### config.mk
export PLATFORM = sky130hd
export DESIGN_NAME = lsu_mem_initiator
export DESIGN_NICKNAME = d
export VERILOG_FILES = /design/src/rtl/lsu_mem_initiator.sv
export SDC_FILE = /design/constraint.sdc
export NUM_CORES = 1
export LEC_CHECK = 0
export ABC_AREA = 1
export CAP_MARGIN = 15
export CORE_ASPECT_RATIO = 0.75
export CORE_MARGIN = 3
export CORE_UTILIZATION = 35
export DETAILED_ROUTE_END_ITERATION = 12
export HOLD_SLACK_MARGIN = 0.1
export PLACE_DENSITY = 0.6
export SETUP_SLACK_MARGIN = 0.5
export SLEW_MARGIN = 10
export SYNTH_ARGS = -nofsm -noshare
export SYNTH_HDL_FRONTEND = slang
export SYNTH_SLANG_ARGS = --single-unit
### constraint.sdc
create_clock -name clk -period 4.2 [get_ports clk]
set_input_delay 0.42 -clock clk [delete_from_list [all_inputs] [get_ports clk]]
set_output_delay 0.42 -clock clk [all_outputs]
set_load 0.1 [all_outputs]
### src/rtl/lsu_mem_initiator.sv
// lsu_mem_initiator: single-outstanding load/store initiator with alignment checks, lane steering, load extension and bus timeout
module lsu_mem_initiator #(
    parameter int ADDR_W  = 32,
    parameter int TIMEOUT = 16
) (
    input  logic              clk,
    input  logic              reset,
    input  logic              req_valid,
    output logic              req_ready,
    input  logic              req_we,
    input  logic [2:0]        req_ctrl,
    input  logic [ADDR_W-1:0] req_addr,
    input  logic [31:0]       req_wdata,
    output logic              resp_valid,
    output logic [31:0]       resp_rdata,
    output logic [1:0]        resp_err,
    output logic              mem_req,
    input  logic              mem_gnt,
    output logic [ADDR_W-1:0] mem_addr,
    output logic              mem_we,
    output logic [3:0]        mem_be,
    output logic [31:0]       mem_wdata,
    input  logic              mem_rvalid,
    input  logic [31:0]       mem_rdata
);
    typedef enum logic [1:0] {IDLE, REQ, WAIT, RESP} state_t;
    state_t      state, state_nx;
    logic        we_q;
    logic [2:0]  ctrl_q;
    logic [1:0]  off_q;
    logic [7:0]  cnt;
    logic        accept, is_word, is_half, illegal, misal, load_resp, go_req;
    logic [3:0]  be_nx;
    logic [31:0] wd_nx, lane, ext, rdata_nx;
    logic [1:0]  err_nx;
    assign req_ready  = state == IDLE;
    assign mem_req    = state == REQ;
    assign resp_valid = state == RESP;
    assign accept     = req_valid && req_ready;
    assign is_word    = req_ctrl == 3'b000;
    assign is_half    = req_ctrl == 3'b001 || req_ctrl == 3'b011;
    assign illegal    = req_ctrl > 3'b100 || (req_we && (req_ctrl == 3'b011 || req_ctrl == 3'b100));
    assign misal      = (is_word && req_addr[1:0] != 2'b00) || (is_half && req_addr[0]);
    assign be_nx      = is_word ? 4'b1111 : is_half ? 4'b0011 << {req_addr[1], 1'b0} : 4'b0001 << req_addr[1:0];
    assign wd_nx      = is_word ? req_wdata : is_half ? {2{req_wdata[15:0]}} : {4{req_wdata[7:0]}};
    assign lane       = mem_rdata >> {off_q, 3'b000};
    assign ext        = ctrl_q == 3'b001 ? {{16{lane[15]}}, lane[15:0]} :
                        ctrl_q == 3'b011 ? {16'h0, lane[15:0]} :
                        ctrl_q == 3'b010 ? {{24{lane[7]}}, lane[7:0]} :
                        ctrl_q == 3'b100 ? {24'h0, lane[7:0]} : mem_rdata;
    always_comb begin
        state_nx  = state;
        err_nx    = 2'b00;
        rdata_nx  = 32'h0;
        load_resp = 1'b0;
        go_req    = 1'b0;
        case (state)
            IDLE: if (accept) begin
                state_nx  = (illegal || misal) ? RESP : REQ;
                err_nx    = illegal ? 2'b10 : misal ? 2'b01 : 2'b00;
                load_resp = illegal || misal;
                go_req    = !(illegal || misal);
            end
            REQ:  state_nx = mem_gnt ? WAIT : REQ;
            WAIT: if (mem_rvalid) begin
                state_nx  = RESP;
                rdata_nx  = we_q ? 32'h0 : ext;
                load_resp = 1'b1;
            end else if (cnt == 8'(TIMEOUT - 1)) begin
                state_nx  = RESP;
                err_nx    = 2'b11;
                load_resp = 1'b1;
            end
            default: state_nx = IDLE;
        endcase
    end
    always_ff @(posedge clk or posedge reset) begin
        if (reset) begin
            state      <= IDLE;
            we_q       <= 1'b0;
            ctrl_q     <= 3'b000;
            off_q      <= 2'b00;
            cnt        <= 8'h0;
            resp_rdata <= 32'h0;
            resp_err   <= 2'b00;
            mem_addr   <= '0;
            mem_we     <= 1'b0;
            mem_be     <= 4'b0000;
            mem_wdata  <= 32'h0;
        end else begin
            state <= state_nx;
            cnt   <= state == WAIT ? cnt + 8'h1 : 8'h0;
            if (accept) begin
                we_q   <= req_we;
                ctrl_q <= req_ctrl;
                off_q  <= req_addr[1:0];
            end
            if (go_req) begin
                mem_addr  <= {req_addr[ADDR_W-1:2], 2'b00};
                mem_we    <= req_we;
                mem_be    <= be_nx;
                mem_wdata <= wd_nx;
            end
            if (load_resp) begin
                resp_rdata <= rdata_nx;
                resp_err   <= err_nx;
            end
        end
    end
endmodule

==> Yosys cells after proc, flatten, opt, wreduce, memory -nomap -nowiden <==
Cells that the tools add are included.
{ "word_totals": {"regBits": 117, "input_bits": 105, "out_inout_bits": 106, "wordCells": 73} }
{ "op_classes": {"add_sub_neg": 1, "order_cmp": 1, "eq_ne": 13, "n_shift": 3, "n_mux": 30, "n_reduce_logical": 14} }
{ "ops": {"columns": ["operator", "count"], "rows": [
  ["32-bit 2-to-1 mux", 9],
  ["32-bit by 5-bit right shift with 16-bit output", 1],
  ["2-bit 2-to-1 mux", 9],
  ["3-bit by 2-bit == test with 1-bit output (second input constant)", 3],
  ["8-bit by 1-bit adder with 8-bit output (second input constant)", 1],
  ["8-bit by 4-bit == test with 1-bit output (second input constant)", 1],
  ["4-bit 2-to-1 mux", 2],
  ["8-bit 2-to-1 mux", 1],
  ["3-bit by 1-bit == test with 1-bit output (second input constant)", 2],
  ["3-bit == test (second input constant)", 2],
  ["1-bit 2-to-1 mux", 6],
  ["2-bit one-hot mux with 3 select lines", 1],
  ["1-bit logical OR", 5],
  ["2-bit == test (second input constant)", 2],
  ["1-bit logical AND", 4],
  ["2-bit one-hot mux with 2 select lines", 1],
  ["1-bit by 2-bit left shift with 4-bit output (first input constant)", 1],
  ["2-bit by 2-bit left shift with 4-bit output (first input constant)", 1],
  ["3-bit > comparator (second input constant)", 1],
  ["3-bit logical NOT", 1],
  ["3-bit inequality test (second input constant)", 1],
  ["2-bit by 1-bit == test with 1-bit output (second input constant)", 1],
  ["2-bit logical NOT", 1],
  ["2-bit by 1-bit inequality test with 1-bit output (second input constant)", 1],
  ["other kinds (4)", 4]
]} }

==> Depth between registers and ports, before layout <==
Gate-level depths: netlist of run 1.
{ "depth": {"ltp_word": 8, "mapped_depth": 10, "depth_no_buf": 9} }

==> Worst setup path before layout of run 1 <==
OpenSTA, ideal clock, no wires.
{ "synth_timing": {"kind": "register -> output", "start": "reg state[1]", "end": "out mem_req", "arrival_time_ns": 1.680, "required_ns": 3.780, "setup_slack_ns": 2.100, "stages_incl_launch_ff": 2, "path_buffers": 0, "path_cell_list": "dfrtp_1 -> nor2_1"} }
{ "synth_between": {"elab_chain_len": 1} }
{ "synth_lines": {"columns": ["element", "line", "rtl"], "rows": [
  ["start: declaration", "27", "state_t state, state_nx;"],
  ["start signal: assignment", "91", "state <= state_nx;"],
  ["2-bit by 1-bit == test with 1-bit output", "37", "assign mem_req = state == REQ;"],
  ["end: declaration", "17", "output logic mem_req,"]
]} }
Every way passes these cells.

==> Final worst setup path of run 1 <==
{ "layout_timing": {"start": "reg state[0]", "end": "out req_ready"} }
{ "layout_between": {"elab_chain_len": 1} }
{ "layout_lines": {"columns": ["element", "line", "rtl"], "rows": [
  ["2-bit logical NOT", "36", "assign req_ready = state == IDLE;"],
  ["end: declaration", "9", "output logic req_ready,"]
]} }
Every way passes these cells.

==> results.json, run 1 <==
{
  "antenna_cells": 0,
  "synth_most_common_cell": "nand2_1",
  "max_slew_margin_pct": 30.05,
  "worstSetupStartpoint": "state[0]$_DFFE_PP0P_",
  "crit_path_start_kind": "flop",
  "first_iter_violations": 458,
  "multi_input_area_sq_um": 2778,
  "hold_viol": 0,
  "grt-ovfl-total": 0,
  "cts_tree": "done",
  "h-tree-depth": 4,
  "worst_slew_pin_slew_ns": 1.046,
  "rsz0062_at_grt": "no",
  "wl_per_cell_microns": 15.58,
  "critPathKind": "flop to output port",
  "syn_area_sq_um": 6141,
  "crit_path_max_fanout": 4,
  "ctsResizeCount": 0,
  "vias_per_cell": 4.857,
  "pin_count": 211,
  "nNetsFinal": 1131,
  "grt_pass1_wl_mm": 31.77,
  "fin_worst_skew_ns": 0.006382,
  "postCtsSetupRepairBufs": 0,
  "final_max_slew_viol_count": 0,
  "maxCapViolations": 0,
  "drt-total-wl_mm": 19.84,
  "grt_max_degree": 70,
  "clock_latency_ns": 0.42,
  "drc_errors": 0,
  "final.setup.tns_ns": 0,
  "synth-seq-cells": 117,
  "ys_top_cells_by_count": "nand2_1 (313), dfrtp_1 (117), o21ai_0 (112)",
  "antenna_found_initial": 0,
  "grt_pass1_vias": 6044,
  "ys.flop_type": "dfrtp_1",
  "hold_class": "flop to flop",
  "die_h_microns": 120.7,
  "worstPathArrival_ns": 2.25,
  "rows": 41,
  "async_flop_share_pct": 100.0,
  "period_minus_slack_ns": 2.667,
  "endpoint_kind": "output port",
  "finalSetupViolCount": 0,
  "critPathCapture": "req_ready",
  "seqCellArea_sq_um": 2928,
  "required_ns": 3.78,
  "rrSetupSlack_ns": 1.67,
  "synth_top_area_share_pct": 47.68,
  "synth-edff-count": 0,
  "r2r_start": "off_q[0]$_DFFE_PP0N_",
  "initial_core_util_pct": 36.06,
  "dieArea_sq_um": 19190,
  "fmax_mhz": 374.9,
  "vias": 6183,
  "regToRegEndpoint": "resp_rdata[29]$_DFFE_PP0P_",
  "outcome": "completed",
  "clockBufferDepth": 2,
  "synth_sequential_area_ratio_pct": 47.68,
  "drive_gt1_share_pct": 6.075,
  "gp_congestion": 0.8493,
  "netlist_instances": 842,
  "first_pass_iters": 6,
  "synthToLayoutAreaGrowth_pct": 44.89,
  "portBuffers": 208,
  "cts_root_buf": "clkbuf_16",
  "cts_buffers": 17,
  "grt_usage_pct": 20.90,
  "reg2reg_depth": 7,
  "synth_cell_type_count": 30,
  "dp_hpwl_mm": 13.72,
  "antenna_left": 0,
  "clk_pin_slew_worst_paths_ns": 0.05,
  "syn_area_per_cell_sq_um": 7.293,
  "yosys.area.top_type": "dfrtp_1",
  "synth_area_leaders": "dfrtp_1 (48%), nand2_1 (19%), o21ai_0 (9.1%)",
  "num-fill-cells": 1701,
  "cts_hold_buffers": 0,
  "dieWidth_microns": 159.0,
  "cts_num_sinks": 117,
  "yosys_warnings": 0,
  "core_area_sq_um": 17030,
  "fin_crit_sh_pct": 63.50
}
[layer usage]
metal	share of wire [%]	global-route usage (%)
met1	46	28.40
met2	43	30.60
met3	10	9.178
met4	1.1	5.303
met5	0	0
[worst min-delay path by stage]
stage | cells after the start | start | slack, ns | to
floorplan | 1 | cnt[0]$_DFF_PP0_ | 0.43 | cnt[0]$_DFF_PP0_
global placement | 1 | cnt[0]$_DFF_PP0_ | 0.45 | cnt[0]$_DFF_PP0_
detailed placement | 2 | mem_addr[7]$_DFFE_PP0P_ | 0.47 | mem_addr[7]$_DFFE_PP0P_
CTS | 1 | cnt[0]$_DFF_PP0_ | 0.48 | cnt[0]$_DFF_PP0_
global route | 1 | cnt[0]$_DFF_PP0_ | 0.49 | cnt[0]$_DFF_PP0_
finish | 1 | cnt[0]$_DFF_PP0_ | 0.47 | cnt[0]$_DFF_PP0_
[layout by cell type, fill, tap and decap left out, types with 2 or more instances in the layout]
cell	count
nand2_4	2
bufinv_16	3
nand3_1	92
o21ai_1	16
o211ai_1	6
conb_1	2
nor2_1	53
buf_4	6
or2_2	7
inv_2	8
nand2_2	4
o21ai_0	112
clkbuf_1	3
clkbuf_16	17
nand2_1	313
clkinv_2	5
inv_1	34
nor2_2	2
clkdlybuf4s50_1	208
nor3_1	2
a21oi_1	11
dfrtp_1	117
nor2_4	2
[logic make-up (layout without fill, tap and decap cells)]
logic type | after synthesis | after routing | synth area share (%)
AND/OR/NAND/NOR | 480 | 480 | 32.62
other | 1 | 2 | 0.06107
adder cells (fa/ha/maj) | 1 | 1 | 0.2037
buffers and inverters | 96 | 290 | 7.151
flip-flops | 117 | 117 | 47.68
AO/OA/AOI/OAI | 147 | 147 | 12.29
[area by class of cell]
type / instances / share of cell area [%]
sequential: 117 / 32.91
multi-input combinational: 630 / 31.22
timing repair buffer: 215 / 24.13
clock buffer: 21 / 5.063
tap: 236 / 3.319
inverter: 44 / 1.884
clock inverter: 10 / 1.477
[through the flow]
step	area (sq um)	utilization, %	cells	hold slack, ns	setup slack [ns]
5_1_grt	8897	52.24	1273	0.4882	1.345
6_report	8897	52.24	1273	0.4723	1.533
2_1_floorplan	6145	-	843	0.4329	0.6792
4_1_cts	8897	52.24	1273	0.4804	1.498
3_3_place_gp	8315	48.82	1242	0.4521	1.396
3_5_place_dp	8315	48.82	1242	0.4717	1.358
[flip-flops by register name, indices dropped and copies added (netlist names)]
signal / flops
mem_wdata: 32
state: 2
mem_addr: 30
we_q: 1
mem_we: 1
ctrl_q: 3
resp_rdata: 32
cnt: 8
resp_err: 2
off_q: 2
mem_be: 4
[critical path: stages, from the launching register on]
cell and delay (ns):
dfrtp_1 0.40, inv_2 0.09, nand2_1 0.11, inv_1 0.09, clkdlybuf4s50_1 1.14
Power of run 1 is not shown: default switching activity piles up to over one toggle a cycle in this logic, so the estimate is an artifact.
==> run 2: changes to the inputs <==
- PLACE_DENSITY: 0.6 -> 0.63
- clock period: 4.2 -> 2.36 ns (I/O delays scaled with it)
==> results.json, run 2 (synthesis gave the netlist of run 1 again) <==
{
  "outcome": "completed",
  "mostFrequentLayoutCells": "nand2_1 (312), buf_4 (119), dfrtp_1 (116)",
  "hold_viol": 0,
  "r2r_start": "ctrl_q[0]$_DFFE_PP0N_",
  "slowest_stage": "dfrtp_1",
  "crit_path_max_fanout": 16,
  "grt_pass1_vias": 5832,
  "drc_errors": 0,
  "grt_pass1_wl_mm": 30.59,
  "h-tree-depth": 4,
  "maxCapViolations": 0,
  "fin_worst_skew_ns": 0.007776,
  "dieArea_sq_um": 19190,
  "hold_class": "input port to asynchronous set/reset pin",
  "period_minus_slack_ns": 1.647,
  "worst-path-buf-inv": 2,
  "crit_family": "buffers and inverters",
  "dp_hpwl_mm": 13.73,
  "reg2reg_depth": 6,
  "die_h_microns": 120.7,
  "cts_buffers": 17,
  "vias_per_cell": 4.840,
  "gp_congestion": 0.8754,
  "rsz0062_at_grt": "no",
  "cts_num_sinks": 117,
  "finalSetupViolCount": 0,
  "crit_path_start_kind": "flop",
  "fin_crit_sh_pct": 69.77,
  "wl_per_cell_microns": 15.14,
  "cts_hold_buffers": 0,
  "regToRegEndpoint": "resp_rdata[26]$_DFFE_PP0P_",
  "dieWidth_microns": 159.0,
  "clk_pin_slew_worst_paths_ns": 0.06,
  "antenna_left": 0,
  "worst_slew_pin_slew_ns": 0.5329,
  "rrSetupSlack_ns": 0.71,
  "first_pass_iters": 4,
  "final_max_slew_viol_count": 0,
  "first_iter_violations": 367,
  "final.setup.tns_ns": 0,
  "grt_max_degree": 47,
  "clock_latency_ns": 0.41,
  "endpoint_kind": "flop",
  "fmax_mhz": 607.3,
  "required_ns": 2.64,
  "nNetsFinal": 1145,
  "cts_tree": "done",
  "drt-total-wl_mm": 19.50,
  "pin_count": 211,
  "final_area_sq_um": 8810,
  "worstPathArrival_ns": 1.93,
  "num-fill-cells": 1698,
  "cts_root_buf": "clkbuf_16",
  "synthToLayoutAreaGrowth_pct": 43.46,
  "top_regs": "mem_wdata (32), resp_rdata (32), mem_addr (30)",
  "max_stage_delay_ns": 0.40,
  "rows": 41,
  "initial_core_util_pct": 36.06,
  "drive_gt1_share_pct": 17.97,
  "max_slew_margin_pct": 64.39,
  "final_common_cell": "nand2_1",
  "antenna_found_initial": 0,
  "portBuffers": 208,
  "clockBufferDepth": 2,
  "grt_usage_pct": 19.95,
  "critPathKind": "flop to flop",
  "place_area_sq_um": 8214,
  "antenna_cells": 0,
  "vias": 6234,
  "core_area_sq_um": 17030,
  "grt-ovfl-total": 0,
  "crit_chain": "inv_1 -> nand3_1 -> clkinvlp_4 -> nor2_1 -> o21ai_0 -> nand2_1"
}
==> run 2: cell count changes in the layout (fill, tap and decap cells not counted), sizes merged <==
cell,delta
buf,+118
clkinvlp,+5
inv,+1
clkdlybuf4s50,-104
clkbuf,-4
bufinv,-1
==> run 2: worst max path at each step <==
stage / cells after the start / from / to
2_1_floorplan: 1 / reset / cnt[0]$_DFF_PP0_
3_3_place_gp: 8 / req_ctrl[0] / mem_wdata[17]$_DFFE_PP0P_
3_5_place_dp: 8 / req_ctrl[0] / mem_wdata[26]$_DFFE_PP0P_
4_1_cts: 7 / off_q[0]$_DFFE_PP0N_ / resp_rdata[26]$_DFFE_PP0P_
5_1_grt: 9 / cnt[0]$_DFF_PP0_ / resp_rdata[26]$_DFFE_PP0P_
6_report: 6 / ctrl_q[0]$_DFFE_PP0N_ / resp_rdata[26]$_DFFE_PP0P_
==> run 2: metal layers <==
metal / routed length [microns] / up-vias / track usage [%]
met2: 8356 / 237 / 29.28
met5: 0 / - / 0
met4: 174 / 0 / 5.139
met1: 9038 / 2872 / 27.73
li1: - / 3113 / -
met3: 1925 / 12 / 7.637
==> run 2: final cells by class <==
class	instances	area, sq um	share of cell area [%]
inverter	44	172.7	1.960
clock inverter	15	153.9	1.747
clock buffer	17	425.4	4.829
tap	236	295.3	3.352
multi-input combinational	630	2788	31.64
timing repair buffer	229	2046	23.22
sequential	117	2929	33.25
==> run 2: timing repair <==
item | CTS | global route
buffers inserted | 0 | 0
gates resized for setup | 0 | 5
setup endpoints to repair | 0 | 16
==> run 2: metrics by stage <==
stage / setup WS (ns) / hold WS, ns / util (%) / std cells
after floorplan: 0.6966 / 0.3526 / - / 843
after global placement: 0.4305 / 0.4523 / 48.23 / 1256
after detailed placement: 0.3598 / 0.4545 / 48.23 / 1256
after CTS: 0.5734 / 0.1543 / 51.63 / 1288
after global routing: 0.5368 / 0.1687 / 51.73 / 1288
final: 0.7134 / 0.1626 / 51.73 / 1288
==> run 2: worst register-to-register path: cells and delay by family, from the launching register on <==
kind	cells	cell delay (ns)
and+or+nand+nor	3	0.45
AOI/OAI and AO/OA	1	0.22
buffers and inverters	2	0.46
DFF	1	0.40
Power of run 2 is left out for the same reason.
